### config.mk
export PLATFORM = sky130hd
export DESIGN_NAME = data_bus_arbiter
export DESIGN_NICKNAME = d
export VERILOG_FILES = /design/src/rtl/data_bus_arbiter_pkg.sv /design/src/rtl/rr_arbiter2.sv /design/src/rtl/data_bus_arbiter.sv
export SDC_FILE = /design/constraint.sdc
export NUM_CORES = 1
export LEC_CHECK = 0
export ABC_CLOCK_PERIOD_IN_PS = 1700
export BUFFER_PORTS_ARGS = -buffer_cell sky130_fd_sc_hd__buf_2
export CAP_MARGIN = 10
export CORE_ASPECT_RATIO = 1.2
export CORE_MARGIN = 1
export CORE_UTILIZATION = 43
export CTS_BUF_LIST = sky130_fd_sc_hd__clkbuf_2 sky130_fd_sc_hd__clkbuf_4 sky130_fd_sc_hd__clkbuf_8
export CTS_CLUSTER_SIZE = 28
export DETAILED_ROUTE_END_ITERATION = 6
export PLACE_DENSITY = 0.87
export SYNTH_ARGS = -nofsm -noshare
export SYNTH_HDL_FRONTEND = slang
export SYNTH_HIERARCHICAL = 1
export SYNTH_SLANG_ARGS = --single-unit
### constraint.sdc
create_clock -name CLK -period 1.7 [get_ports CLK]
set_input_delay 0.17 -clock CLK [delete_from_list [all_inputs] [get_ports CLK]]
set_output_delay 0.17 -clock CLK [all_outputs]
set_load 0.02 [all_outputs]
### src/rtl/data_bus_arbiter_pkg.sv
// Shared definitions for the two-master data-memory bus arbiter.
// State encodings, master indices and bus direction constants.
package data_bus_arbiter_pkg;

   typedef enum logic [1:0] {
      ST_IDLE   = 2'd0,
      ST_ACCESS = 2'd1,
      ST_RESP   = 2'd2
   } state_t;

   localparam int M_CPU = 0;
   localparam int M_AUX = 1;

   localparam logic WR = 1'b1;
   localparam logic RD = 1'b0;

endpackage

### src/rtl/rr_arbiter2.sv
// Two-way round-robin pick; the preference pointer flips to the loser after each grant.
// Winner is combinational from req and the registered pointer.
module rr_arbiter2
   import data_bus_arbiter_pkg::*;
(
   input  logic       clk,
   input  logic       rst_n,
   input  logic [1:0] req,
   input  logic       advance,
   output logic [1:0] winner
);

   logic ptr;  // 0: m0 preferred on a tie, 1: m1 preferred

   always_comb begin
      winner = 2'b00;
      case (req)
         2'b01:   winner = 2'b01;
         2'b10:   winner = 2'b10;
         2'b11:   winner = ptr ? 2'b10 : 2'b01;
         default: winner = 2'b00;
      endcase
   end

   always_ff @(posedge clk or negedge rst_n) begin
      if (!rst_n) begin
         ptr <= 1'b0;
      end else if (advance && (|winner)) begin
         ptr <= winner[M_CPU];
      end
   end

endmodule

### src/rtl/data_bus_arbiter.sv
// Shares one data-memory bus between the cpu data port (m0) and an auxiliary master (m1).
// Per-transaction FSM IDLE->ACCESS->RESP with WAIT_STATES extra access cycles; all outputs registered.
module data_bus_arbiter
   import data_bus_arbiter_pkg::*;
#(
   parameter int DATA_W      = 32,
   parameter int ADDR_W      = 32,
   parameter int WAIT_STATES = 2
) (
   input  logic              CLK,
   input  logic              reset,
   input  logic              m0_req,
   input  logic              m0_wr_rd,
   input  logic [ADDR_W-1:0] m0_addr,
   input  logic [DATA_W-1:0] m0_wdata,
   output logic [DATA_W-1:0] m0_rdata,
   output logic              m0_ready,
   input  logic              m1_req,
   input  logic              m1_wr_rd,
   input  logic [ADDR_W-1:0] m1_addr,
   input  logic [DATA_W-1:0] m1_wdata,
   output logic [DATA_W-1:0] m1_rdata,
   output logic              m1_ready,
   output logic              CS,
   output logic              WR_RD,
   output logic [ADDR_W-1:0] ADDR,
   output logic [DATA_W-1:0] Data_BUS_WRITE,
   input  logic [DATA_W-1:0] Data_BUS_READ,
   output logic [1:0]        gnt
);

   localparam int CNT_W = (WAIT_STATES > 0) ? $clog2(WAIT_STATES + 1) : 1;

   state_t           state, state_nxt;
   logic [CNT_W-1:0] cnt;
   logic [1:0]       req;
   logic [1:0]       winner;
   logic             grant;
   logic             last_cycle;

   assign req        = {m1_req, m0_req};
   assign grant      = (state == ST_IDLE) && (|req);
   assign last_cycle = (state == ST_ACCESS) && (cnt == '0);

   rr_arbiter2 u_rr (
      .clk    (CLK),
      .rst_n  (reset),
      .req    (req),
      .advance(grant),
      .winner (winner)
   );

   always_ff @(posedge CLK or negedge reset) begin
      if (!reset) begin
         state <= ST_IDLE;
      end else begin
         state <= state_nxt;
      end
   end

   always_comb begin
      state_nxt = state;
      case (state)
         ST_IDLE:   if (|req) state_nxt = ST_ACCESS;
         ST_ACCESS: if (cnt == '0) state_nxt = ST_RESP;
         ST_RESP:   state_nxt = ST_IDLE;
         default:   state_nxt = ST_IDLE;
      endcase
   end

   // The bus output registers double as the request latch; gnt remembers the owner until RESP.
   always_ff @(posedge CLK or negedge reset) begin
      if (!reset) begin
         cnt            <= '0;
         CS             <= 1'b0;
         WR_RD          <= 1'b0;
         ADDR           <= '0;
         Data_BUS_WRITE <= '0;
         gnt            <= 2'b00;
         m0_ready       <= 1'b0;
         m1_ready       <= 1'b0;
         m0_rdata       <= '0;
         m1_rdata       <= '0;
      end else begin
         m0_ready <= 1'b0;
         m1_ready <= 1'b0;
         if (grant) begin
            cnt <= CNT_W'(WAIT_STATES);
            CS  <= 1'b1;
            gnt <= winner;
            if (winner[M_AUX]) begin
               WR_RD          <= m1_wr_rd;
               ADDR           <= m1_addr;
               Data_BUS_WRITE <= (m1_wr_rd == WR) ? m1_wdata : '0;
            end else begin
               WR_RD          <= m0_wr_rd;
               ADDR           <= m0_addr;
               Data_BUS_WRITE <= (m0_wr_rd == WR) ? m0_wdata : '0;
            end
         end else if (last_cycle) begin
            CS             <= 1'b0;
            WR_RD          <= 1'b0;
            ADDR           <= '0;
            Data_BUS_WRITE <= '0;
            gnt            <= 2'b00;
            if (gnt[M_AUX]) begin
               m1_ready <= 1'b1;
               if (WR_RD == RD) m1_rdata <= Data_BUS_READ;
            end else begin
               m0_ready <= 1'b1;
               if (WR_RD == RD) m0_rdata <= Data_BUS_READ;
            end
         end else if (state == ST_ACCESS) begin
            cnt <= cnt - CNT_W'(1);
         end
      end
   end

endmodule

==> run_summary.xml <==
<?xml version="1.0" encoding="UTF-8"?>
<metrics>
  <group name="die">
    <metric name="num_io_pins" unit="">300</metric>
    <metric name="core_area" unit="µm²">13800</metric>
    <metric name="placement_rows" unit="">47</metric>
    <metric name="design.die.area" unit="µm²">14600</metric>
    <metric name="die_y" unit="µm">132</metric>
    <metric name="floorplan.die.width" unit="µm">110</metric>
    <metric name="floorplan.initialDensity" unit="">0.441</metric>
  </group>
  <group name="layout">
    <metric name="drive_gt1_frac" unit="">0.609</metric>
    <metric name="layout.nets" unit="">905</metric>
    <metric name="area_delta_synth_final" unit="%">43.9</metric>
  </group>
  <group name="synth">
    <metric name="async_reset_ff_frac" unit="">1.00</metric>
    <metric name="yosys_register_bits" unit="">139</metric>
    <metric name="ys.warnings.count" unit="">6</metric>
    <metric name="number_of_flops_mapped_to_enable_cells_by_yosys" unit="">0</metric>
    <metric name="postSynthCellCount" unit="">397</metric>
    <metric name="synth_cell_types" unit="">32</metric>
    <metric name="syn_area" unit="µm²">6060</metric>
    <metric name="postSynth.topFlopCell" unit="">dfrtp_1</metric>
    <metric name="synth.avg_cell_area" unit="µm²">15.3</metric>
    <metric name="post_syn_nets" unit="">564</metric>
    <metric name="synth_sequential_area_ratio" unit="">0.574</metric>
  </group>
  <group name="placed_design">
    <metric name="total_of_buffers_placed_on_input_and_output_ports" unit="">299</metric>
    <metric name="placement.setup.worst_slack" unit="ns">-0.0304</metric>
    <metric name="place.detailed.hpwl" unit="mm">11.4</metric>
    <metric name="gp_congestion" unit="">0.828</metric>
  </group>
  <group name="grt">
    <metric name="groute.usage.overall" unit="">0.233</metric>
    <metric name="grt-ovfl-total" unit="">0</metric>
    <metric name="via_count_of_the_first_global_routing_pass" unit="">5057</metric>
    <metric name="global_route_wire_length_before_repair" unit="mm">25.5</metric>
    <metric name="grt_start_max_net_pins" unit="">54</metric>
    <metric name="antenna_violations_before_repair" unit="">1</metric>
  </group>
  <group name="clock_network">
    <metric name="clock_tree.root_cell" unit="">clkbuf_8</metric>
    <metric name="clock_tree_from_tritoncts" unit="">done</metric>
    <metric name="cts_made_buffers" unit="">17</metric>
    <metric name="clock_sink_count" unit="">139</metric>
    <metric name="ctsHtreeMaxLevel" unit="">4</metric>
    <metric name="clk_path_buf_depth" unit="">2</metric>
    <metric name="clock_latency" unit="ns">0.43</metric>
    <metric name="cts.reportedPaths.clkPinSlew" unit="ns">0.09</metric>
  </group>
  <group name="worst_setup_path">
    <metric name="cp_max_fo" unit="">8</metric>
    <metric name="worst_setup_path_end_kind" unit="">flip-flop</metric>
    <metric name="worstReg2RegStart" unit="">cnt[0]</metric>
    <metric name="minimum_setup_slack_among_reg_to_reg_paths" unit="ns">-0.004</metric>
    <metric name="cp.depth" unit="">7</metric>
    <metric name="setup.worst_path.start_class" unit="">flip-flop</metric>
    <metric name="worst_r2r_path_cells" unit="">7</metric>
    <metric name="reg2reg_to" unit="">m0_rdata[6]</metric>
    <metric name="worstSetupStartpoint" unit="">cnt[0]</metric>
    <metric name="critPathBufInv" unit="">3</metric>
    <metric name="critical_path.top_delay_family" unit="">buffers and inverters</metric>
    <metric name="worst_ep_required_time" unit="ns">2.01</metric>
    <metric name="path_class" unit="">flip-flop to flip-flop</metric>
    <metric name="endpoint" unit="">m0_rdata[6]</metric>
    <metric name="crit_chain" unit="">inv_2 &gt; ha_4 &gt; nand3b_4 &gt; nor3_4 &gt; buf_12 &gt; clkbuf_16 &gt; mux2_2</metric>
    <metric name="worstPathArrival" unit="ns">2.01</metric>
    <metric name="critical-path-max-stage-delay" unit="ns">0.39</metric>
    <metric name="cpMaxStageDelayCell" unit="">dfrtp_1</metric>
  </group>
  <group name="sta">
    <metric name="final_hold_viol_count" unit="">0</metric>
    <metric name="worst_slew_margin_rel" unit="">0.740</metric>
    <metric name="timing.final.max_slew_violations" unit="">0</metric>
    <metric name="setup_ws" unit="ns">-0.00371</metric>
    <metric name="worst_clock_skew" unit="ns">0.0182</metric>
    <metric name="max_slew.worst_pin.slew" unit="ns">0.390</metric>
    <metric name="grt_setup_unrepaired" unit="">yes</metric>
    <metric name="final_min_period_over_clock_period" unit="">1.00</metric>
    <metric name="finalWorstPathRequiredPeriod" unit="ns">1.70</metric>
    <metric name="max_freq" unit="GHz">0.587</metric>
    <metric name="setup-violations-final" unit="">3</metric>
  </group>
  <group name="routing">
    <metric name="route.detailed.vias_per_inst" unit="">5.25</metric>
    <metric name="drt_drc_violations_left" unit="">0</metric>
    <metric name="routedWlPerCell" unit="µm">18.7</metric>
    <metric name="antenna_left" unit="">0</metric>
    <metric name="routed-via-count" unit="">4838</metric>
    <metric name="drt_iter0_markers" unit="">224</metric>
    <metric name="routed_wl" unit="mm">17.3</metric>
    <metric name="firstDrtPassIters" unit="">6</metric>
  </group>
  <group name="run_status">
    <metric name="status" unit="">finished, violations left</metric>
    <metric name="violated_checks" unit="">negative setup slack</metric>
  </group>
  <group name="power">
    <metric name="total_leakage_power" unit="nW">4.45</metric>
    <metric name="power" unit="mW">17.1</metric>
    <metric name="ir_worst_vdd" unit="mV">1.31</metric>
    <metric name="ratio_of_total_power_to_cell_area" unit="nW/µm²">1960</metric>
  </group>
  <group name="run">
    <metric name="timing.max_cap.violations" unit="">0</metric>
  </group>
  <group name="worst_hold_path">
    <metric name="path_type_of_the_worst_min_delay_path" unit="">primary input to flip-flop</metric>
    <metric name="hold-path-cell-count" unit="">3</metric>
  </group>
</metrics>
==> placed cells by master (no fill, tap or decap), drive strengths merged, types with 4 or more instances in the layout <==
cell type,n
buf,320
dfrtp,139
clkinv,5
a22oi,32
dlygate4sd3,33
mux2,64
inv,9
nor2,4
o2bb2ai,65
clkbuf,19
mux2i,32
clkinvlp,4
==> power breakdown <==
group          internal, mW  leakage [nW]  switching [mW]  total, mW
Sequential             4.91          1.73            1.03       5.94
Clock                  1.30         0.184            1.34       2.64
Combinational          3.81          2.54            4.70       8.51
==> state kept, by name (all words and copies together) (netlist names) <==
signal	cells
ADDR	32
Data_BUS_WRITE	32
m0_rdata	32
m1_rdata	32
cnt	2
gnt	2
state	2
CS	1
WR_RD	1
m0_ready	1
m1_ready	1
u_rr/ptr	1
==> routing by layer <==
| layer | up-vias | GRT usage | wire length (µm) |
|---|---|---|---|
| li1 | 2184 | - | - |
| met4 | 0 | 0.0928 | 486 |
| met5 | - | 0 | 0 |
| met1 | 2397 | 0.264 | 6510 |
| met2 | 224 | 0.404 | 9130 |
| met3 | 33 | 0.0687 | 1150 |
==> area by class of cell <==
class	instances	area, µm²
fill	1064	5040
sequential	139	3480
timing repair buffer	355	2200
multi-input combinational	219	2430
inverter	6	22.5
antenna	1	2.50
clock buffer	17	234
tap	171	214
clock inverter	14	145
==> kinds of logic (layout without fill, tap and decap cells) <==
kind of cell    count (synthesis)  in the layout  synth area share
xor+xnor                        1              1           0.00145
fa+ha+maj                       1              1           0.00206
simple gates                   15             15            0.0192
other cells                     0              1                 0
flops                         139            139             0.574
mux                            96             96             0.190
buf+inv                        39            392            0.0394
compound gates                106            106             0.174
==> timing repair <==
| item | CTS | global route |
|---|---|---|
| hold buffers | 33 | 0 |
| hold endpoints to repair | 148 | 0 |
| cloned | 0 | 3 |
| setup buffers | 0 | 2 |
| pin swaps | 0 | 2 |
| gates resized for setup | 2 | 16 |
| endpoints found under the setup margin | 5 | 33 |
==> cell usage after synthesis, drive strengths merged, types with 3 or more instances <==
| cell type | count | share of area |
|---|---|---|
| a22oi | 32 | 0.040 |
| nor2 | 4 | 0.0025 |
| clkbuf | 4 | 0.0025 |
| o2bb2ai | 65 | 0.12 |
| inv | 6 | 0.0037 |
| nand2 | 3 | 0.0019 |
| mux2i | 32 | 0.053 |
| buf | 29 | 0.033 |
| dfrtp | 139 | 0.57 |
| mux2 | 64 | 0.14 |
==> worst register-to-register path: stages, from the launching register on <==
cell       delay (ns)
dfrtp_1          0.39
inv_2            0.08
ha_4             0.14
nand3b_4         0.10
nor3_4           0.22
buf_12           0.16
clkbuf_16        0.17
mux2_2           0.34
==> how the worst min path moves through the flow <==
stage	from	end
after floorplan	reset	ADDR[0]
after global placement	reset	ADDR[10]
after detailed placement	reset	ADDR[6]
after CTS	m0_wdata[10]	Data_BUS_WRITE[10]
after global routing	m0_wdata[28]	Data_BUS_WRITE[28]
final	m0_wdata[1]	Data_BUS_WRITE[1]
==> stage by stage <==
stage	TNS [ns]	cell area, µm²	hold slack [ns]	util	std cells
finish	-0.00523	8720	0.0369	0.634	922
global route	-0.893	8720	0.0112	0.634	922
CTS	0	8570	0.00486	0.623	916
detailed placement	-0.0599	7850	0.100	0.571	852
global placement	-11.06	7840	0.0995	0.570	851
floorplan	0	6060	-0.126	-	397
No activity file was read; power rests on OpenSTA's default activity.
